===== src/rtl/dma_timing_fsm.sv =====
// ---------------------------------------------------------------------------
// dma_timing_fsm
//
// Bus-cycle timing and control state machine for an 8237-style DMA
// controller. It takes the winning channel from the priority resolver,
// requests the bus with HRQ/HLDA, and steps each transfer through S0-S4.
// It also drives the address enable, the strobes, DACK enable, the
// count-decrement pulse and the terminal-count indications.
//
// Parameters
//   NCH          number of DMA channels (channel index is clog2(NCH) bits)
//
// Ports
//   CLK          clock; all state changes on the rising edge
//   RESET_N      synchronous active-low reset
//   ctrl_dis     command register disable; blocks new service only
//   grant_valid  the priority resolver has a winning channel
//   grant_ch     index of the winning channel
//   xfer_type    mode[3:2]: 00 verify, 01 write, 10 read, 11 verify
//   xfer_mode    mode[7:6]: 00 demand, 01 single, 10 block, 11 cascade
//   dreq_vec     per-channel valid DREQ flags (polarity already resolved)
//   HLDA         hold acknowledge from the CPU
//   READY        slow-device ready, sampled in S3
//   tc_in        the active channel's count is zero (last transfer)
//   EOP_N_IN     external end of process, active low
//   HRQ          hold request
//   AEN          address enable
//   ADSTB        upper-address strobe
//   MEMR_N, MEMW_N, IOR_N, IOW_N  active-low bus strobes
//   EOP_N_OUT    internal terminal count, active low
//   validDACK    DACK enable for the latched channel
//   dack_ch      latched channel index
//   cnt_dec      one-cycle pulse: step the address, decrement the count
//   tc_set       one-cycle pulse: set the channel's TC status bit
//   state        encoded state for debug
// ---------------------------------------------------------------------------
module dma_timing_fsm #(
    parameter int NCH = 4,
    parameter int CW  = (NCH > 1) ? $clog2(NCH) : 1
) (
    input  logic           CLK,
    input  logic           RESET_N,
    input  logic           ctrl_dis,
    input  logic           grant_valid,
    input  logic [CW-1:0]  grant_ch,
    input  logic [1:0]     xfer_type,
    input  logic [1:0]     xfer_mode,
    input  logic [NCH-1:0] dreq_vec,
    input  logic           HLDA,
    input  logic           READY,
    input  logic           tc_in,
    input  logic           EOP_N_IN,
    output logic           HRQ,
    output logic           AEN,
    output logic           ADSTB,
    output logic           MEMR_N,
    output logic           MEMW_N,
    output logic           IOR_N,
    output logic           IOW_N,
    output logic           EOP_N_OUT,
    output logic           validDACK,
    output logic [CW-1:0]  dack_ch,
    output logic           cnt_dec,
    output logic           tc_set,
    output logic [2:0]     state
);

    typedef enum logic [2:0] {
        ST_SI = 3'd0,
        ST_S0 = 3'd1,
        ST_S1 = 3'd2,
        ST_S2 = 3'd3,
        ST_S3 = 3'd4,
        ST_S4 = 3'd5,
        ST_SC = 3'd6
    } state_t;

    localparam logic [1:0] TYPE_WRITE   = 2'b01;
    localparam logic [1:0] TYPE_READ    = 2'b10;

    localparam logic [1:0] MODE_DEMAND  = 2'b00;
    localparam logic [1:0] MODE_SINGLE  = 2'b01;
    localparam logic [1:0] MODE_BLOCK   = 2'b10;
    localparam logic [1:0] MODE_CASCADE = 2'b11;

    state_t         state_q, state_d;
    logic [CW-1:0]  ch_q, ch_d;
    logic [1:0]     type_q, type_d;
    logic [1:0]     mode_q, mode_d;
    logic           eop_q, eop_d;
    logic           tc_q, tc_d;

    logic           chan_dreq;
    logic           end_xfer;
    logic           is_read;
    logic           is_write;

    // DREQ of the channel that is currently being serviced.
    assign chan_dreq = dreq_vec[ch_q];

    // Termination seen at the S4 edge: terminal count captured on S4 entry,
    // a sticky EOP from earlier in the transfer, or EOP arriving right now.
    assign end_xfer  = tc_q | eop_q | ~EOP_N_IN;

    // Types 00 and 11 both behave as verify, so neither flag is set.
    assign is_read   = (type_q == TYPE_READ);
    assign is_write  = (type_q == TYPE_WRITE);

    // State and latched per-service context. Reset wins over everything,
    // which also aborts a transfer in flight before its S4 can occur.
    always_ff @(posedge CLK) begin
        if (!RESET_N) begin
            state_q <= ST_SI;
            ch_q    <= '0;
            type_q  <= '0;
            mode_q  <= '0;
            eop_q   <= 1'b0;
            tc_q    <= 1'b0;
        end else begin
            state_q <= state_d;
            ch_q    <= ch_d;
            type_q  <= type_d;
            mode_q  <= mode_d;
            eop_q   <= eop_d;
            tc_q    <= tc_d;
        end
    end

    // Next-state logic and context updates.
    // The channel, type and mode are captured only on the SI->S0 edge so the
    // resolver is free to move on while this service runs. tc_in is captured
    // on the S3->S4 edge so the S4 outputs depend only on registered values.
    always_comb begin
        state_d = state_q;
        ch_d    = ch_q;
        type_d  = type_q;
        mode_d  = mode_q;
        eop_d   = eop_q;
        tc_d    = tc_q;

        case (state_q)
            ST_SI: begin
                eop_d = 1'b0;
                tc_d  = 1'b0;
                // HLDA must be seen low first so a hold is never reused
                // back-to-back from a previous service.
                if (grant_valid && !ctrl_dis && !HLDA) begin
                    state_d = ST_S0;
                    ch_d    = grant_ch;
                    type_d  = xfer_type;
                    mode_d  = xfer_mode;
                end
            end

            ST_S0: begin
                if (HLDA) begin
                    if (mode_q == MODE_CASCADE) begin
                        state_d = ST_SC;
                    end else if (!chan_dreq) begin
                        state_d = ST_SI;
                    end else begin
                        state_d = ST_S1;
                    end
                end
            end

            ST_S1: begin
                eop_d   = eop_q | ~EOP_N_IN;
                state_d = ST_S2;
            end

            ST_S2: begin
                eop_d   = eop_q | ~EOP_N_IN;
                state_d = ST_S3;
            end

            ST_S3: begin
                eop_d = eop_q | ~EOP_N_IN;
                if (READY) begin
                    state_d = ST_S4;
                    tc_d    = tc_in;
                end
            end

            ST_S4: begin
                eop_d = eop_q | ~EOP_N_IN;
                tc_d  = 1'b0;
                if (end_xfer) begin
                    state_d = ST_SI;
                end else begin
                    case (mode_q)
                        MODE_BLOCK:  state_d = ST_S1;
                        MODE_DEMAND: state_d = chan_dreq ? ST_S1 : ST_SI;
                        default:     state_d = ST_SI;
                    endcase
                end
            end

            ST_SC: begin
                // Cascade hands the bus to a downstream master; it is held
                // until that master drops its request or the CPU takes the
                // bus back.
                if (!chan_dreq || !HLDA) begin
                    state_d = ST_SI;
                end
            end

            default: begin
                state_d = ST_SI;
            end
        endcase

        // Entering SI always clears the sticky EOP so the next service
        // starts clean.
        if (state_d == ST_SI) begin
            eop_d = 1'b0;
        end
    end

    // Moore output decode from the registered state and latched context.
    // The read-side strobe opens in S2 and is held through S3; the
    // write-side strobe is only added in S3. Verify keeps every strobe high.
    always_comb begin
        HRQ       = 1'b0;
        AEN       = 1'b0;
        ADSTB     = 1'b0;
        MEMR_N    = 1'b1;
        MEMW_N    = 1'b1;
        IOR_N     = 1'b1;
        IOW_N     = 1'b1;
        EOP_N_OUT = 1'b1;
        validDACK = 1'b0;
        cnt_dec   = 1'b0;
        tc_set    = 1'b0;

        case (state_q)
            ST_S0: begin
                HRQ = 1'b1;
            end

            ST_S1: begin
                HRQ       = 1'b1;
                AEN       = 1'b1;
                ADSTB     = 1'b1;
                validDACK = 1'b1;
            end

            ST_S2: begin
                HRQ       = 1'b1;
                AEN       = 1'b1;
                validDACK = 1'b1;
                IOR_N     = ~is_write;
                MEMR_N    = ~is_read;
            end

            ST_S3: begin
                HRQ       = 1'b1;
                AEN       = 1'b1;
                validDACK = 1'b1;
                IOR_N     = ~is_write;
                MEMW_N    = ~is_write;
                MEMR_N    = ~is_read;
                IOW_N     = ~is_read;
            end

            ST_S4: begin
                HRQ       = 1'b1;
                AEN       = 1'b1;
                validDACK = 1'b1;
                cnt_dec   = 1'b1;
                tc_set    = tc_q;
                EOP_N_OUT = ~tc_q;
            end

            ST_SC: begin
                HRQ       = 1'b1;
                validDACK = 1'b1;
            end

            default: begin
            end
        endcase
    end

    assign dack_ch = ch_q;
    assign state   = state_q;

endmodule


===== config.mk =====
export PLATFORM = sky130hd
export DESIGN_NAME = dma_timing_fsm
export DESIGN_NICKNAME = d
export VERILOG_FILES = /design/src/rtl/dma_timing_fsm.sv
export SDC_FILE = /design/constraint.sdc
export NUM_CORES = 1
export LEC_CHECK = 0
export ABC_AREA = 1
export BUFFER_PORTS_ARGS = -buffer_cell sky130_fd_sc_hd__buf_2
export CAP_MARGIN = 0
export CELL_PAD_IN_SITES_DETAIL_PLACEMENT = 2
export CELL_PAD_IN_SITES_GLOBAL_PLACEMENT = 2
export CORE_ASPECT_RATIO = 0.5
export CORE_MARGIN = 3
export CORE_UTILIZATION = 21
export CTS_CLUSTER_SIZE = 20
export DETAILED_ROUTE_END_ITERATION = 7
export GPL_TIMING_DRIVEN = 1
export HOLD_SLACK_MARGIN = 0.03
export PLACE_DENSITY = 0.87
export SKIP_CTS_REPAIR_TIMING = 1
export SKIP_LAST_GASP = 1
export SLEW_MARGIN = 25
export SYNTH_ARGS = -nofsm -noshare
export SYNTH_HDL_FRONTEND = slang
export SYNTH_SLANG_ARGS = --single-unit
export TNS_END_PERCENT = 50

===== constraint.sdc =====
create_clock -name CLK -period 1.41 [get_ports CLK]
set_input_delay 0.141 -clock CLK [delete_from_list [all_inputs] [get_ports CLK]]
set_output_delay 0.141 -clock CLK [all_outputs]
set_load 0.01 [all_outputs]

==> results.json, run 1 <==
{
  "status": "finished clean",
  "rows": 13,
  "initial_core_util_pct": 23.6,
  "cts_buffer_depth": 2,
  "grt_overflow": 0,
  "vias": 803,
  "ant_nets": 0,
  "relSlewSlack_pct": 85.5,
  "synth_edf_count": 0,
  "drt_iter0_drc": 34,
  "power.density_nw_per_um2": 826,
  "fp.coreArea_um2": 2780,
  "cts_made_buffers": 3,
  "die_w_um": 85.1,
  "yosys.area.top_type_share_pct": 33.5,
  "instances_no_fill": 175,
  "syn_area_per_cell_um2": 6.44,
  "finalHoldViolations": 0,
  "synth_common_cells": "18 x nand2_1, 15 x inv_1, 14 x nor2_1",
  "antenna_found_initial": 0,
  "cts_sinks": 11,
  "avgRoutedWirePerCell_um": 16.2,
  "fp.dieArea_um2": 3880,
  "worstPathCellList": "inv_6, nand2_4, o21ai_4, nand3_1, buf_2",
  "synth_area_leaders": "dfxtp_1 34%, nand2_1 10%, inv_1 8.6%",
  "grt_max_degree": 13,
  "path_class": "flop to primary output",
  "drt_drc_violations_left": 0,
  "ioPinCount": 34,
  "synth.most_common_cell": "nand2_1",
  "cts_tree": "yes",
  "worstPathRequired_ns": 1.27,
  "whs_path_depth": 3,
  "hold_start": "grant_ch[0]",
  "synth_top_cell_by_area": "dfxtp_1",
  "r2r_end": "eop_q$_SDFFE_PP0P_",
  "min_period_over_period_pct": 95.9,
  "p_leak_nw": 0.479,
  "grt_pass1_vias": 902,
  "grt_pass1_wl_um": 4600,
  "rr_worst_depth": 9,
  "fmaxAchievable_ghz": 0.739,
  "routabilityCongestion": 0.842,
  "crit_slowest_cell": "dfxtp_4",
  "antenna_cells": 0,
  "whs_ns": 0.169,
  "synth_area_um2": 657,
  "cts_max_level": 1,
  "root_buffer": "clkbuf_8",
  "hold_class": "input port to flop",
  "placed_cells": 171,
  "synth_nets": 120,
  "fin_ws_ns": 0.0577,
  "rsz0062_at_grt": "true",
  "synth_top_flop_cell": "dfxtp_1",
  "crit_family": "flip-flops",
  "arrival_ns": 1.21,
  "synth-seq-cells": 11,
  "ff2ff_setup_slack_ns": 0.08,
  "die_h_um": 45.5,
  "peakVddDrop_mv": 0.426,
  "drv_cap": 0,
  "yosysWarnings": 0,
  "synthArstFlopShare_pct": 0,
  "fin_crit_ns": 1.35,
  "first_pass_iters": 4,
  "worst_slew_pin_slew_ns": 0.217,
  "drt-vias-per-instance": 4.59,
  "clock_latency_ns": 0.24,
  "port_buffers": 33,
  "hold_end": "dack_ch[0]$_SDFFE_PN0P_",
  "worstSetupStartpointType": "flop",
  "fin_skew_ns": 0.00442,
  "clk_pin_slew_ns": 0.05,
  "cp_num_buf_inv": 2,
  "cp_max_fo": 4,
  "hpwl_um": 2060,
  "ys_seq_area_share_pct": 33.5,
  "report.final.slew_viol_count": 0,
  "final_net_count": 157,
  "drt_wl_total_um": 2830,
  "ys_types": 19,
  "synthCells": 102,
  "grt_use_total_pct": 15.5,
  "drive_gt1_share_pct": 42.8,
  "area_growth_pct": 45.0,
  "slowest_delay_ns": 0.36,
  "crit_path_end_kind": "primary output",
  "finalSetupViolCount": 0,
  "reg2reg_from": "dack_ch[0]$_SDFFE_PN0P_",
  "pre_cts_slack_ns": 0.0631
}
## state kept, by name, indices dropped and copies added (netlist names)
signal and flops:
mode_q 2, eop_q 1, tc_q 1, type_q 2
dack_ch 2, state 3
## worst max path at each step
stage,from,endpoint,slack [ns],cells after the start
floorplan,state[0]$_SDFF_PN0_,eop_q$_SDFFE_PP0P_,0.22,7
global placement,state[0]$_SDFF_PN0_,mode_q[1]$_SDFFE_PN0P_,0.13,6
detailed placement,state[0]$_SDFF_PN0_,mode_q[1]$_SDFFE_PN0P_,0.06,6
CTS,state[1]$_SDFF_PN0_,MEMR_N,-0.1,6
global route,dack_ch[0]$_SDFFE_PN0P_,eop_q$_SDFFE_PP0P_,-0.09,9
finish,state[1]$_SDFF_PN0_,MEMR_N,0.06,5
## final cells by class
class / instances / area, um2
timing repair buffer: 33 / 165
tap: 37 / 46.3
fill: 355 / 1830
inverter: 18 / 72.6
sequential: 11 / 233
clock buffer: 4 / 45.0
multi-input combinational: 72 / 390
## stage by stage
stage	utilization, %	total power [mW]	cell area, um2	TNS, ns
floorplan	-	0.406	657	0
global placement	30.8	0.458	857	0
detailed placement	30.8	0.465	857	0
CTS	32.4	0.793	902	-0.503
global route	34.2	0.836	952	-0.198
finish	34.2	0.787	952	0
## metal layers
| metal | track usage (%) | vias up | routed length, um |
|---|---|---|---|
| met5 | 0 | - | 0 |
| met4 | 4.73 | 0 | 19 |
| met3 | 3.97 | 2 | 83 |
| met2 | 28.9 | 12 | 1480 |
| met1 | 18.1 | 389 | 1250 |
| li1 | - | 400 | - |
## placed cells by master (no fill, tap or decap), types with 2 or more instances in the layout
cell	instances
nand3_1	9
a21oi_1	8
inv_2	2
o21ai_1	5
dfxtp_1	7
nand4_1	3
nand3_2	3
nor2_1	11
buf_2	33
dfxtp_4	3
nand2_1	17
nand2_2	3
clkbuf_8	3
inv_1	15
nor2_2	5
## cell families (layout without fill, tap and decap cells)
| kind of cell | count (synthesis) | in the layout | share of synthesized area, % |
|---|---|---|---|
| flip-flops | 11 | 11 | 33.5 |
| buffers and inverters | 19 | 55 | 12.0 |
| AO/OA/AOI/OAI | 17 | 17 | 14.1 |
| AND/OR/NAND/NOR | 55 | 55 | 40.4 |
## worst min-delay path: stages
cell and delay [ns]:
buf_2 0.07, o21ai_1 0.05, a21oi_1 0.10
## report_power, final
group | leakage (nW) | internal [mW] | switching (mW)
sequential | 0.0922 | 0.321 | 0.0152
clock | 0.0228 | 0.199 | 0.124
combinational | 0.364 | 0.0493 | 0.0790
total | 0.479 | 0.569 | 0.218
(Power assumes the default switching activity.)
==> inputs of run 2 (changes only) <==
--- a/config.mk
+++ b/config.mk
@@ -15,7 +15,7 @@
 export CORE_UTILIZATION = 21
 export CTS_CLUSTER_SIZE = 20
 export DETAILED_ROUTE_END_ITERATION = 7
-export GPL_TIMING_DRIVEN = 1
+export GPL_TIMING_DRIVEN = 0
 export HOLD_SLACK_MARGIN = 0.03
 export PLACE_DENSITY = 0.87
 export SKIP_CTS_REPAIR_TIMING = 1
==> results.json, run 2 (synthesized netlist as in run 1, its figures left out) <==
{
  "cp_max_fo": 4,
  "cts_max_level": 1,
  "fp.coreArea_um2": 2780,
  "rows": 13,
  "status": "finished clean",
  "whs_path_depth": 3,
  "clk_pin_slew_ns": 0.05,
  "fin_skew_ns": 0.00222,
  "r2r_end": "dack_ch[1]$_SDFFE_PN0P_",
  "drive_gt1_share_pct": 46.8,
  "vias": 798,
  "routabilityCongestion": 0.873,
  "cts_sinks": 11,
  "cts_buffer_depth": 2,
  "peakVddDrop_mv": 0.544,
  "fp.dieArea_um2": 3880,
  "worstPathRequired_ns": 1.27,
  "port_buffers": 33,
  "drv_cap": 0,
  "placed_area_um2": 868,
  "hold_end": "dack_ch[0]$_SDFFE_PN0P_",
  "final_core_util_pct": 35.4,
  "crit_path_end_kind": "primary output",
  "fmaxAchievable_ghz": 0.754,
  "rr_worst_depth": 7,
  "ioPinCount": 34,
  "grt_overflow": 0,
  "final_net_count": 158,
  "power.total_mw": 0.777,
  "reg2reg_from": "state[0]$_SDFF_PN0_",
  "worst_slew_pin_slew_ns": 0.195,
  "clock_latency_ns": 0.24,
  "arrival_ns": 1.19,
  "finalSetupViolCount": 0,
  "first_pass_iters": 4,
  "power.density_nw_per_um2": 788,
  "ant_nets": 0,
  "initial_core_util_pct": 23.6,
  "antenna_found_initial": 0,
  "avgRoutedWirePerCell_um": 14.4,
  "hpwl_um": 1980,
  "drt_wl_total_um": 2540,
  "p_leak_nw": 0.487,
  "grt_use_total_pct": 13.9,
  "hold_class": "input port to flop",
  "final_area_um2": 986,
  "drt_drc_violations_left": 0,
  "finalHoldViolations": 0,
  "die_h_um": 45.5,
  "antenna_cells": 0,
  "ff2ff_setup_slack_ns": 0.09,
  "drt-vias-per-instance": 4.53,
  "grt_pass1_vias": 867,
  "worstSetupStartpointType": "flop",
  "cts_tree": "yes",
  "whs_ns": 0.177,
  "final_common_cell": "buf_2",
  "report.final.slew_viol_count": 0,
  "path_class": "flop to primary output",
  "fin_crit_ns": 1.33,
  "final_cell_mix": "33 x buf_2, 16 x nand2_1, 15 x inv_1",
  "relSlewSlack_pct": 87.0,
  "grt_max_degree": 11,
  "hold_start": "grant_ch[0]",
  "largest_reg_flops": 3,
  "area_growth_pct": 50.1,
  "drt_iter0_drc": 20,
  "grt_pass1_wl_um": 4130,
  "root_buffer": "clkbuf_8",
  "min_period_over_period_pct": 94.1,
  "die_w_um": 85.1,
  "cts_made_buffers": 3
}
run 2: critical path: stages (launching register included):
cell and delay [ns]:
dfxtp_4 0.36, inv_6 0.08, nand2_4 0.07, o21ai_4 0.20, nand3_1 0.09, buf_2 0.15
run 2: how the worst max path moves through the flow:
| stage | to | depth (start not counted) | from | slack (ns) |
|---|---|---|---|---|
| 2_1_floorplan | eop_q$_SDFFE_PP0P_ | 7 | state[0]$_SDFF_PN0_ | 0.22 |
| 3_3_place_gp | dack_ch[1]$_SDFFE_PN0P_ | 7 | state[0]$_SDFF_PN0_ | 0.09 |
| 3_5_place_dp | dack_ch[1]$_SDFFE_PN0P_ | 7 | state[0]$_SDFF_PN0_ | 0.02 |
| 4_1_cts | IOW_N | 4 | state[2]$_SDFF_PN0_ | -0.08 |
| 5_1_grt | eop_q$_SDFFE_PP0P_ | 7 | state[0]$_SDFF_PN0_ | -0.005 |
| 6_report | MEMR_N | 5 | state[1]$_SDFF_PN0_ | 0.08 |
run 2: power by group:
part | internal [mW] | switching [mW] | leakage (nW)
Sequential | 0.321 | 0.0142 | 0.0922
Combinational | 0.0528 | 0.0767 | 0.372
Clock | 0.198 | 0.115 | 0.0228
Total | 0.572 | 0.206 | 0.487
run 2: cell type report:
| class | instances | area, um2 |
|---|---|---|
| Sequential cell | 11 | 233 |
| Fill cell | 341 | 1800 |
| Tap cell | 37 | 46.3 |
| Timing Repair Buffer | 33 | 165 |
| Clock buffer | 4 | 45.0 |
| Buffer | 1 | 11.3 |
| Inverter | 18 | 72.6 |
| Multi-Input combinational cell | 72 | 413 |
run 2: per-layer routing:
metal	routed length [um]	share of wire, %	GRT usage [%]
met4	19	0.75	2.84
met2	1350	53	27.5
met5	0	0	0
met3	76	3.0	3.43
met1	1100	43	15.7
run 2: stage by stage:
step | setup TNS, ns | setup WS, ns | instances
CTS | -0.318 | -0.0796 | 176
detailed placement | 0 | 0.0154 | 172
finish | 0 | 0.0832 | 176
global placement | 0 | 0.0931 | 172
global route | -0.00487 | -0.00487 | 176
floorplan | 0 | 0.218 | 102
